File: src/rtl/clk_gen_pkg.sv
// Shared constants and ratio helpers for the multi-channel clock generator.
// Helpers work on 32-bit values so any DIV_W up to 32 can reuse them.
package clk_gen_pkg;

    localparam int NUM_CH_DEF = 3;
    localparam int DIV_W_DEF  = 8;

    // Ratios below 2 cannot form a clock with both a high and a low phase.
    function automatic logic [31:0] clamp_div(input logic [31:0] d);
        return (d < 32'd2) ? 32'd2 : d;
    endfunction

    // Number of high cycles per period; odd ratios get the extra cycle high.
    function automatic logic [31:0] hi_cnt(input logic [31:0] d);
        return (d + 32'd1) >> 1;
    endfunction

endpackage

File: src/rtl/clk_gen_multi_if.sv
// Ratio-write / sync control bundle and status returned by the generator.
// The master side programs ratios, the slave side is the generator.
interface clk_gen_multi_if #(
    parameter int NUM_CH = 3,
    parameter int DIV_W  = 8,
    parameter int CH_W   = (NUM_CH > 1) ? $clog2(NUM_CH) : 1
);

    logic              wr_en;
    logic [CH_W-1:0]   wr_ch;
    logic [DIV_W-1:0]  wr_div;
    logic              sync_req;
    logic [NUM_CH-1:0] pending;
    logic              running;

    modport master (
        output wr_en, wr_ch, wr_div, sync_req,
        input  pending, running
    );

    modport slave (
        input  wr_en, wr_ch, wr_div, sync_req,
        output pending, running
    );

endinterface

File: src/rtl/clk_div_ch.sv
// One divided-clock channel: counter, active/next ratio and pending flag.
// Ratio changes land only on period boundaries, restarts or while stopped.
module clk_div_ch
    import clk_gen_pkg::*;
#(
    parameter int DIV_W = DIV_W_DEF
) (
    input  logic             clk,
    input  logic             rst_n,
    input  logic             run,
    input  logic             sync,
    input  logic             wr,
    input  logic [DIV_W-1:0] wr_div,
    input  logic [DIV_W-1:0] div_init,
    output logic             clk_o,
    output logic             pending_o
);

    logic [DIV_W-1:0] cnt;
    logic [DIV_W-1:0] div_cur;
    logic [DIV_W-1:0] div_next;
    logic [DIV_W-1:0] wr_val;
    logic [DIV_W-1:0] init_val;
    logic             active;
    logic             last;
    logic             cnt_hi;

    assign wr_val   = DIV_W'(clamp_div(32'(wr_div)));
    assign init_val = DIV_W'(clamp_div(32'(div_init)));
    assign last     = (cnt == div_cur - DIV_W'(1));
    assign cnt_hi   = (32'(cnt) + 32'd1) < hi_cnt(32'(div_cur));

    // Counter, output and ratio update; a restart (first run cycle,
    // sync or wrap) always begins a fresh period with the newest ratio.
    always_ff @(posedge clk or negedge rst_n) begin
        if (!rst_n) begin
            cnt       <= '0;
            clk_o     <= 1'b0;
            pending_o <= 1'b0;
            active    <= 1'b0;
            div_cur   <= init_val;
            div_next  <= init_val;
        end else begin
            active <= run;
            if (!run) begin
                cnt   <= '0;
                clk_o <= 1'b0;
                if (wr) begin
                    div_next  <= wr_val;
                    pending_o <= 1'b1;
                end else if (pending_o) begin
                    div_cur   <= div_next;
                    pending_o <= 1'b0;
                end
            end else if (sync || !active || last) begin
                cnt       <= '0;
                clk_o     <= 1'b1;
                pending_o <= 1'b0;
                if (wr) begin
                    div_cur  <= wr_val;
                    div_next <= wr_val;
                end else if (pending_o) begin
                    div_cur <= div_next;
                end
            end else begin
                cnt   <= cnt + DIV_W'(1);
                clk_o <= cnt_hi;
                if (wr) begin
                    div_next  <= wr_val;
                    pending_o <= 1'b1;
                end
            end
        end
    end

endmodule

File: src/rtl/clk_gen_multi.sv
// N-channel programmable clock generator running from the PLL clock.
// Channels start once LOCKED is synchronised and can be re-phased by sync_req.
module clk_gen_multi
    import clk_gen_pkg::*;
#(
    parameter int                        NUM_CH   = NUM_CH_DEF,
    parameter int                        DIV_W    = DIV_W_DEF,
    parameter logic [NUM_CH*DIV_W-1:0]   DIV_INIT = 24'h0A_05_02,
    parameter int                        CH_W     = (NUM_CH > 1) ? $clog2(NUM_CH) : 1
) (
    input  logic              clk,
    input  logic              rst_n,
    input  logic              locked_in,
    clk_gen_multi_if.slave    cfg,
    output logic [NUM_CH-1:0] clk_out
);

    logic              lock_meta;
    logic              lock_sync;
    logic              sync;
    logic [NUM_CH-1:0] pend;

    // Two-flop synchroniser for the asynchronous PLL lock indication.
    always_ff @(posedge clk or negedge rst_n) begin
        if (!rst_n) begin
            lock_meta <= 1'b0;
            lock_sync <= 1'b0;
        end else begin
            lock_meta <= locked_in;
            lock_sync <= lock_meta;
        end
    end

    assign sync        = cfg.sync_req & lock_sync;
    assign cfg.running = lock_sync;
    assign cfg.pending = pend;

    for (genvar gi = 0; gi < NUM_CH; gi++) begin : g_ch
        logic wr_sel;

        // Out-of-range channel numbers match no channel and are dropped.
        assign wr_sel = cfg.wr_en && (cfg.wr_ch == CH_W'(gi));

        clk_div_ch #(
            .DIV_W (DIV_W)
        ) u_ch (
            .clk       (clk),
            .rst_n     (rst_n),
            .run       (lock_sync),
            .sync      (sync),
            .wr        (wr_sel),
            .wr_div    (cfg.wr_div),
            .div_init  (DIV_INIT[gi*DIV_W +: DIV_W]),
            .clk_o     (clk_out[gi]),
            .pending_o (pend[gi])
        );
    end

endmodule

File: src/flat_wrapper.sv
// flat-port wrapper written by rule: the top's interface ports become plain ports
module clk_gen_multi_flat import clk_gen_pkg::*;
#(
    parameter int                        NUM_CH   = NUM_CH_DEF,
    parameter int                        DIV_W    = DIV_W_DEF,
    parameter logic [NUM_CH*DIV_W-1:0]   DIV_INIT = 24'h0A_05_02,
    parameter int                        CH_W     = (NUM_CH > 1) ? $clog2(NUM_CH) : 1
)
  (clk, rst_n, locked_in, clk_out, cfg_wr_en, cfg_wr_ch, cfg_wr_div, cfg_sync_req, cfg_pending, cfg_running);
  clk_gen_multi_if #(.NUM_CH(NUM_CH), .DIV_W(DIV_W), .CH_W(CH_W)) cfg_i ();
  input  logic clk;
  input  logic rst_n;
  input  logic locked_in;
  output logic [NUM_CH-1:0] clk_out;
  input wire logic [$bits(cfg_i.wr_en)-1:0] cfg_wr_en;
  input wire logic [$bits(cfg_i.wr_ch)-1:0] cfg_wr_ch;
  input wire logic [$bits(cfg_i.wr_div)-1:0] cfg_wr_div;
  input wire logic [$bits(cfg_i.sync_req)-1:0] cfg_sync_req;
  output wire logic [$bits(cfg_i.pending)-1:0] cfg_pending;
  output wire logic [$bits(cfg_i.running)-1:0] cfg_running;
  assign cfg_i.wr_en = cfg_wr_en;
  assign cfg_i.wr_ch = cfg_wr_ch;
  assign cfg_i.wr_div = cfg_wr_div;
  assign cfg_i.sync_req = cfg_sync_req;
  assign cfg_pending = cfg_i.pending;
  assign cfg_running = cfg_i.running;
  clk_gen_multi #(.NUM_CH(NUM_CH), .DIV_W(DIV_W), .DIV_INIT(DIV_INIT), .CH_W(CH_W)) u_core (.clk(clk), .rst_n(rst_n), .locked_in(locked_in), .cfg(cfg_i), .clk_out(clk_out));
endmodule
File: config.mk
export PLATFORM = sky130hd
export DESIGN_NAME = clk_gen_multi_flat
export DESIGN_NICKNAME = d
export VERILOG_FILES = /design/src/rtl/clk_gen_pkg.sv /design/src/rtl/clk_gen_multi_if.sv /design/src/rtl/clk_div_ch.sv /design/src/rtl/clk_gen_multi.sv /design/src/flat_wrapper.sv
export SDC_FILE = /design/constraint.sdc
export NUM_CORES = 1
export LEC_CHECK = 0
export CELL_PAD_IN_SITES_DETAIL_PLACEMENT = 1
export CELL_PAD_IN_SITES_GLOBAL_PLACEMENT = 1
export CORE_AREA = 4 4 88 172
export CTS_BUF_LIST = sky130_fd_sc_hd__clkbuf_8
export CTS_CLUSTER_DIAMETER = 40
export DETAILED_ROUTE_END_ITERATION = 8
export DIE_AREA = 0 0 92 176
export DONT_BUFFER_PORTS = 1
export PLACE_DENSITY = 0.61
export SLEW_MARGIN = 5
export SYNTH_ARGS = -nofsm -noshare
export SYNTH_HDL_FRONTEND = slang
export SYNTH_SLANG_ARGS = --single-unit
export TNS_END_PERCENT = 30
File: constraint.sdc
create_clock -name clk -period 5.2 [get_ports clk]
set_clock_uncertainty 0.1 [all_clocks]
set_input_delay 0.26 -clock clk [delete_from_list [all_inputs] [get_ports clk]]
set_output_delay 0.26 -clock clk [all_outputs]
set_load 0.005 [all_outputs]
======== Yosys cells after proc, flatten, opt, wreduce, memory -nomap -nowiden ========
Cells that the tools add are included.
storage, ports and cells
  ROM bits ................................ 0
  output and inout bits ................... 7
  register bits ........................... 81
  logic and storage cells ................. 101
  bits of input ports ..................... 15
  memory bits (writable) .................. 0
  memories kept ........................... 0
  bits in latches ......................... 0
operators by class
  reduce and logical (&&, ||, !) cells .... 12
  eq/ne operators ......................... 14
  divide/modulo/power cells ............... 0
  multiply operators ...................... 0
  bitwise logic cells ..................... 1
  shift operators ......................... 0
  magnitude comparators ................... 4
  $add $sub $neg .......................... 12
  multiplexer cells ....................... 40
operators by type and width
  kind                                                         number
  2-to-1 mux 8 bit                                             22
  adder 8 x 1 -> 9 bit (second input constant)                 6
  less-than comparator 9 x 8 -> 1 bit                          3
  adder 8 x 1 -> 8 bit (second input constant)                 3
  equality test 8 bit                                          3
  subtractor 8 x 1 -> 8 bit (second input constant)            3
  2-to-1 mux 1 bit                                             18
  inequality test 3 bit (second input constant)                3
  less-than comparator 8 x 2 -> 1 bit (second input constant)  1
  inequality test 2 x 1 -> 1 bit (second input constant)       3
  inequality test 2 bit (second input constant)                3
  AND reduction 2 bit                                          3
  logical OR 1 bit                                             4
  logical AND 1 bit                                            3
  equality test 2 x 1 -> 1 bit (second input constant)         1
  equality test 2 bit (second input constant)                  1
  logical NOT 2 bit                                            1
  AND 1 bit                                                    1
  logical NOT 1 bit                                            1

======== Longest topological paths before layout ========
  depth in word-level cells ............... 5
  gate-level depth with buffers ........... 12
  depth with buffers taken out ............ 11

======== Worst setup path before layout ========
OpenSTA, ideal clock, no wires.
  kind .................................... register -> register
  start point ............................. register u_core.g_ch[1].u_ch.div_cur[0]
  end point ............................... register u_core.g_ch[1].u_ch.div_cur[3]
  path buffers ............................ 1
  path slack .............................. 2.615 ns
  stages on the path, launching flop included .. 10
  setup time .............................. 0.144 ns
  arrival ................................. 2.342 ns
  period minus slack after synthesis ...... 2.585 ns
  data required time ...................... 4.956 ns
  path through ............................ dfstp_2 -> buf_2 -> inv_1 -> ha_1 -> xor2_1 -> nand3_1 -> a2111oi_1 -> o21ai_1 -> a21oi_1 -> a221oi_1
between the ends
  word-level cells in the longest chain between the ends .. 5
ends and longest elaborated chain
  what                                    RTL line          RTL
  from (decl)                             clk_div_ch.sv:20  logic [DIV_W-1:0] div_cur;
  from (signal assigned)                  clk_div_ch.sv:41  div_cur <= init_val;
  from (signal assigned)                  clk_div_ch.sv:52  div_cur <= div_next;
  from (signal assigned)                  clk_div_ch.sv:60  div_cur <= wr_val;
  subtractor 8 x 1 -> 8 bit               clk_div_ch.sv:30  assign last = (cnt == div_cur - DIV_W'(1));
  equality test 8 bit                     clk_div_ch.sv:30
  logical OR 1 bit                        clk_div_ch.sv:55  end else if (sync || !active || last) begin
  inequality test 2 bit (no source line)  n/a
  AND reduction 2 bit (no source line)    n/a
No other way between the ends.
A chain may end at the register's enable or synchronous reset.

======== Worst setup path in the final report ========
  start point ............................. register u_core.g_ch[2].u_ch.div_cur[1]
  end point ............................... register u_core.g_ch[2].u_ch.div_cur[0]
between the ends
  word-level cells in the longest chain between the ends .. 5
ends and longest elaborated chain
  what                                    RTL line
  from (decl)                             clk_div_ch.sv:20
  from (signal assigned)                  clk_div_ch.sv:41
  from (signal assigned)                  clk_div_ch.sv:52
  from (signal assigned)                  clk_div_ch.sv:60
  subtractor 8 x 1 -> 8 bit               clk_div_ch.sv:30
  equality test 8 bit                     clk_div_ch.sv:30
  logical OR 1 bit                        clk_div_ch.sv:55
  inequality test 2 bit (no source line)  n/a
  AND reduction 2 bit (no source line)    n/a
No other way between the ends.

==> impl_results.md <==
- Pwr dens: 349.7 nW/µm²
- DRC Markers: 0
- Initial cell density of the core: 38.79%
- Setup Viol. Count Final: 0
- Worst-path clk slew: 100 ps
- Largest net degree at the start of global routing: 82
- Max Cap Viol: 0
- Yosys warns: 0
- Slew @ Worst Pin: 1285 ps
- Initial antenna violation count: 0
- GP Congestion: 0.7649
- Post-Syn Nets: 641
- Final net count: 622
- Critical-path cell list: inv_1 > ha_1 > xnor2_1 > a2111oi_0 > nand4_1 > o21bai_1 > a21boi_2 > a2bb2oi_1
- Data required, critical path: 5390 ps
- PostCTS Resize Cnt: 0
- LEAKAGE: 0.002353 µW
- Syn Area/Cell: 9.040 µm²
- Core Area: 13,890 µm²
- Number of buffers created by CTS: 9
- Sequential cell area fraction in the yosys report: 37.85%
- Synth top area share: 32.98%
- Crit path DAT: 3550 ps
- Min-delay src: cfg_wr_ch[0]
- R2R Setup Slk: 1840 ps
- Congestion Overflow GR: 0
- Number of global-route vias before repair: 4,822
- First-pass GRT wire length: 25,160 µm
- Slew headroom: 13.45%
- Synth area leader: dfrtp_1
- Final period util: 64.54%
- Critical path endpoint category: register
- Setup_tns: 0 ps
- DR vias: 4,298
- Hold Path Depth: 2
- Leading post-synthesis cells by cell area: dfrtp_1 33%, ha_1 7.0%, xnor2_1 6.7%
- Final core occ: 41.68%
- Post-DR wirelength/cell: 19.68 µm
- Tot GR Track Use: 19.93%
- FF+latch count, synth: 81
- Synth cell types: 58
- Die area: 16,190 µm²
- Iteration-0 DRC Markers: 172
- Run status: complete, no violations
- Area Overhead vs Synth: 7.455%
- Achievable Freq: 298.0 MHz
- End of the worst register-to-register path: u_core.g_ch[2].u_ch.div_cur[0]
- Hold crit path type: input pin to register
- Share of layout cells above drive strength 1: 8.247%
- Worst Reg-to-Reg Cells: 8
- Top-count cell post-synth: dfrtp_1
- Final wirelength: 15,180 µm
- Initial DRT Pass Iterations: 4
- Number of H-tree levels: 3
- CP max stage delay: 790 ps
- EDFF count, synth: 0
- FF-to-FF Start: u_core.g_ch[2].u_ch.div_cur[1]
- Worst VDD drop: 190.3 µV
- Worst-path maximum fanout: 12
- Setup CP Type: register to register
- Port buffer count: 0
- Synthesized area: 5388 µm²
- RSZ-0062 raised after global routing: no
- Row cnt: 61
- Ports: 22
- Primary FF master, synth: dfrtp_1
- Clock root buffer: clkbuf_8
- Critical path launch point type: register
- Clk_lat worst skew: 370 ps
- List of most frequent post-synthesis cells: 71 x dfrtp_1, 63 x nand2_1, 43 x o21ai_0
- Ys async rst share: 100.0%
- Hold Path End: u_core.g_ch[0].u_ch.div_next[1]
- Mapped Cells: 596
- Antenna Nets Post-Route: 0
- Via density: 5.575
- # diodes: 0
- Dpl hpwl: 11,170 µm
- Clock sink total: 81
- Die width: 92 µm
- Die Height: 176 µm
- Fin crit period: 3356 ps
- Final Hold Fails: 0
- CTS tree: yes
- CTS Buffer Depth: 2
- Slew Limit Fails: 0
- Highest-delay cell along the critical path: o21bai_1
==> routing by layer <==
layer	global-route usage, %	vias up	share of wire (%)	wire, µm
met5	0	-	0	0
met4	11.79	0	5.5	832
met3	2.431	44	1.9	283
met2	38.61	65	56	8557
met1	19.71	2142	36	5503
li1	-	2047	-	-
==> how the worst max path moves through the flow <==
stage	cells past startpoint	endpoint	start	slack (ps)
final	8	u_core.g_ch[2].u_ch.div_cur[0]	u_core.g_ch[2].u_ch.div_cur[1]	1840
after global routing	8	u_core.g_ch[2].u_ch.div_cur[3]	u_core.g_ch[2].u_ch.div_cur[1]	1480
after CTS	8	u_core.g_ch[2].u_ch.div_cur[0]	u_core.g_ch[2].u_ch.div_cur[1]	1750
after detailed placement	8	u_core.g_ch[2].u_ch.div_cur[0]	u_core.g_ch[2].u_ch.div_cur[1]	1780
after global placement	8	u_core.g_ch[2].u_ch.div_cur[3]	u_core.g_ch[2].u_ch.div_cur[1]	1900
after floorplan	9	u_core.g_ch[1].u_ch.div_cur[3]	u_core.g_ch[1].u_ch.div_cur[0]	2610
==> cell type report <==
type | instances | area, µm²
repair buffers | 13 | 140.1
multi-input cells | 446 | 3044
well taps | 189 | 236.5
inverters | 26 | 97.59
clock inverters | 7 | 107.6
flip-flops and latches | 81 | 2039
clock buffers | 9 | 123.9
fillers | 1651 | 8102
==> metrics by stage <==
stage               hold WS (ps)  instance area [µm²]  power [µW]  setup slack (ps)  instances
floorplan                 -135.6                 5388        1328              2615        596
global placement          -132.2                 5440        1436              1903        745
detailed placement        -131.7                 5440        1465              1779        745
CTS                        1.360                 5789        2053              1753        771
global route               12.76                 5789        2168              1480        771
finish                     25.19                 5789        2025              1844        771
==> sequential cells by signal, summed over array words and instances (netlist names) <==
name,flops
u_core.g_ch.u_ch.pending_o,3
u_core.g_ch.u_ch.div_cur,24
u_core.g_ch.u_ch.div_next,24
u_core.g_ch.u_ch.active,1
u_core.cfg.running,1
u_core.g_ch.u_ch.cnt,24
u_core.lock_meta,1
u_core.g_ch.u_ch.clk_o,3
==> cell families after synthesis <==
kind of cell	after synthesis	share of synthesized area [%]
mux	8	1.486
fa+ha+maj	30	6.967
compound gates	134	17.30
buf+inv	69	5.736
simple gates	206	19.60
flops	81	37.85
xor+xnor	68	11.05
==> power by group <==
part / internal (µW) / switching, µW / leakage [µW]
Clock: 281 / 275 / 0.000114
Sequential: 731 / 172 / 0.000994
Combinational: 267 / 298 / 0.00124
Total: 1280 / 745 / 0.00235
==> repair_timing <==
action / 4_1_cts / 5_1_grt
hold endpoints to repair: 95 / 0
setup endpoints to repair: 0 / 0
hold buffers: 10 / 0
setup buffers: 0 / 0
==> cell usage in the layout (no fill, tap or decap), types with 8 or more instances in the layout <==
cell type,n
a21oi_1,14
a31oi_1,13
clkbuf_8,9
dfrtp_1,71
dfstp_2,10
dlygate4sd3_1,9
ha_1,30
inv_1,26
mux2i_1,8
nand2_1,63
nand3_1,37
nand3b_1,12
nand4_1,9
nor2_1,30
nor2b_1,22
o21ai_0,43
o22a_2,8
xnor2_1,41
xor2_1,27
==> worst max-delay path: cells and delay by family, from the launching register on <==
kind	cells	cell delay, ps
AND/OR/NAND/NOR	1	200
AO/OA/AOI/OAI	4	1950
adder cells (fa/ha/maj)	1	250
XOR/XNOR	1	140
flip-flops	1	570
buffers and inverters	1	70
Note: power is estimated with default switching activity, not from simulation.
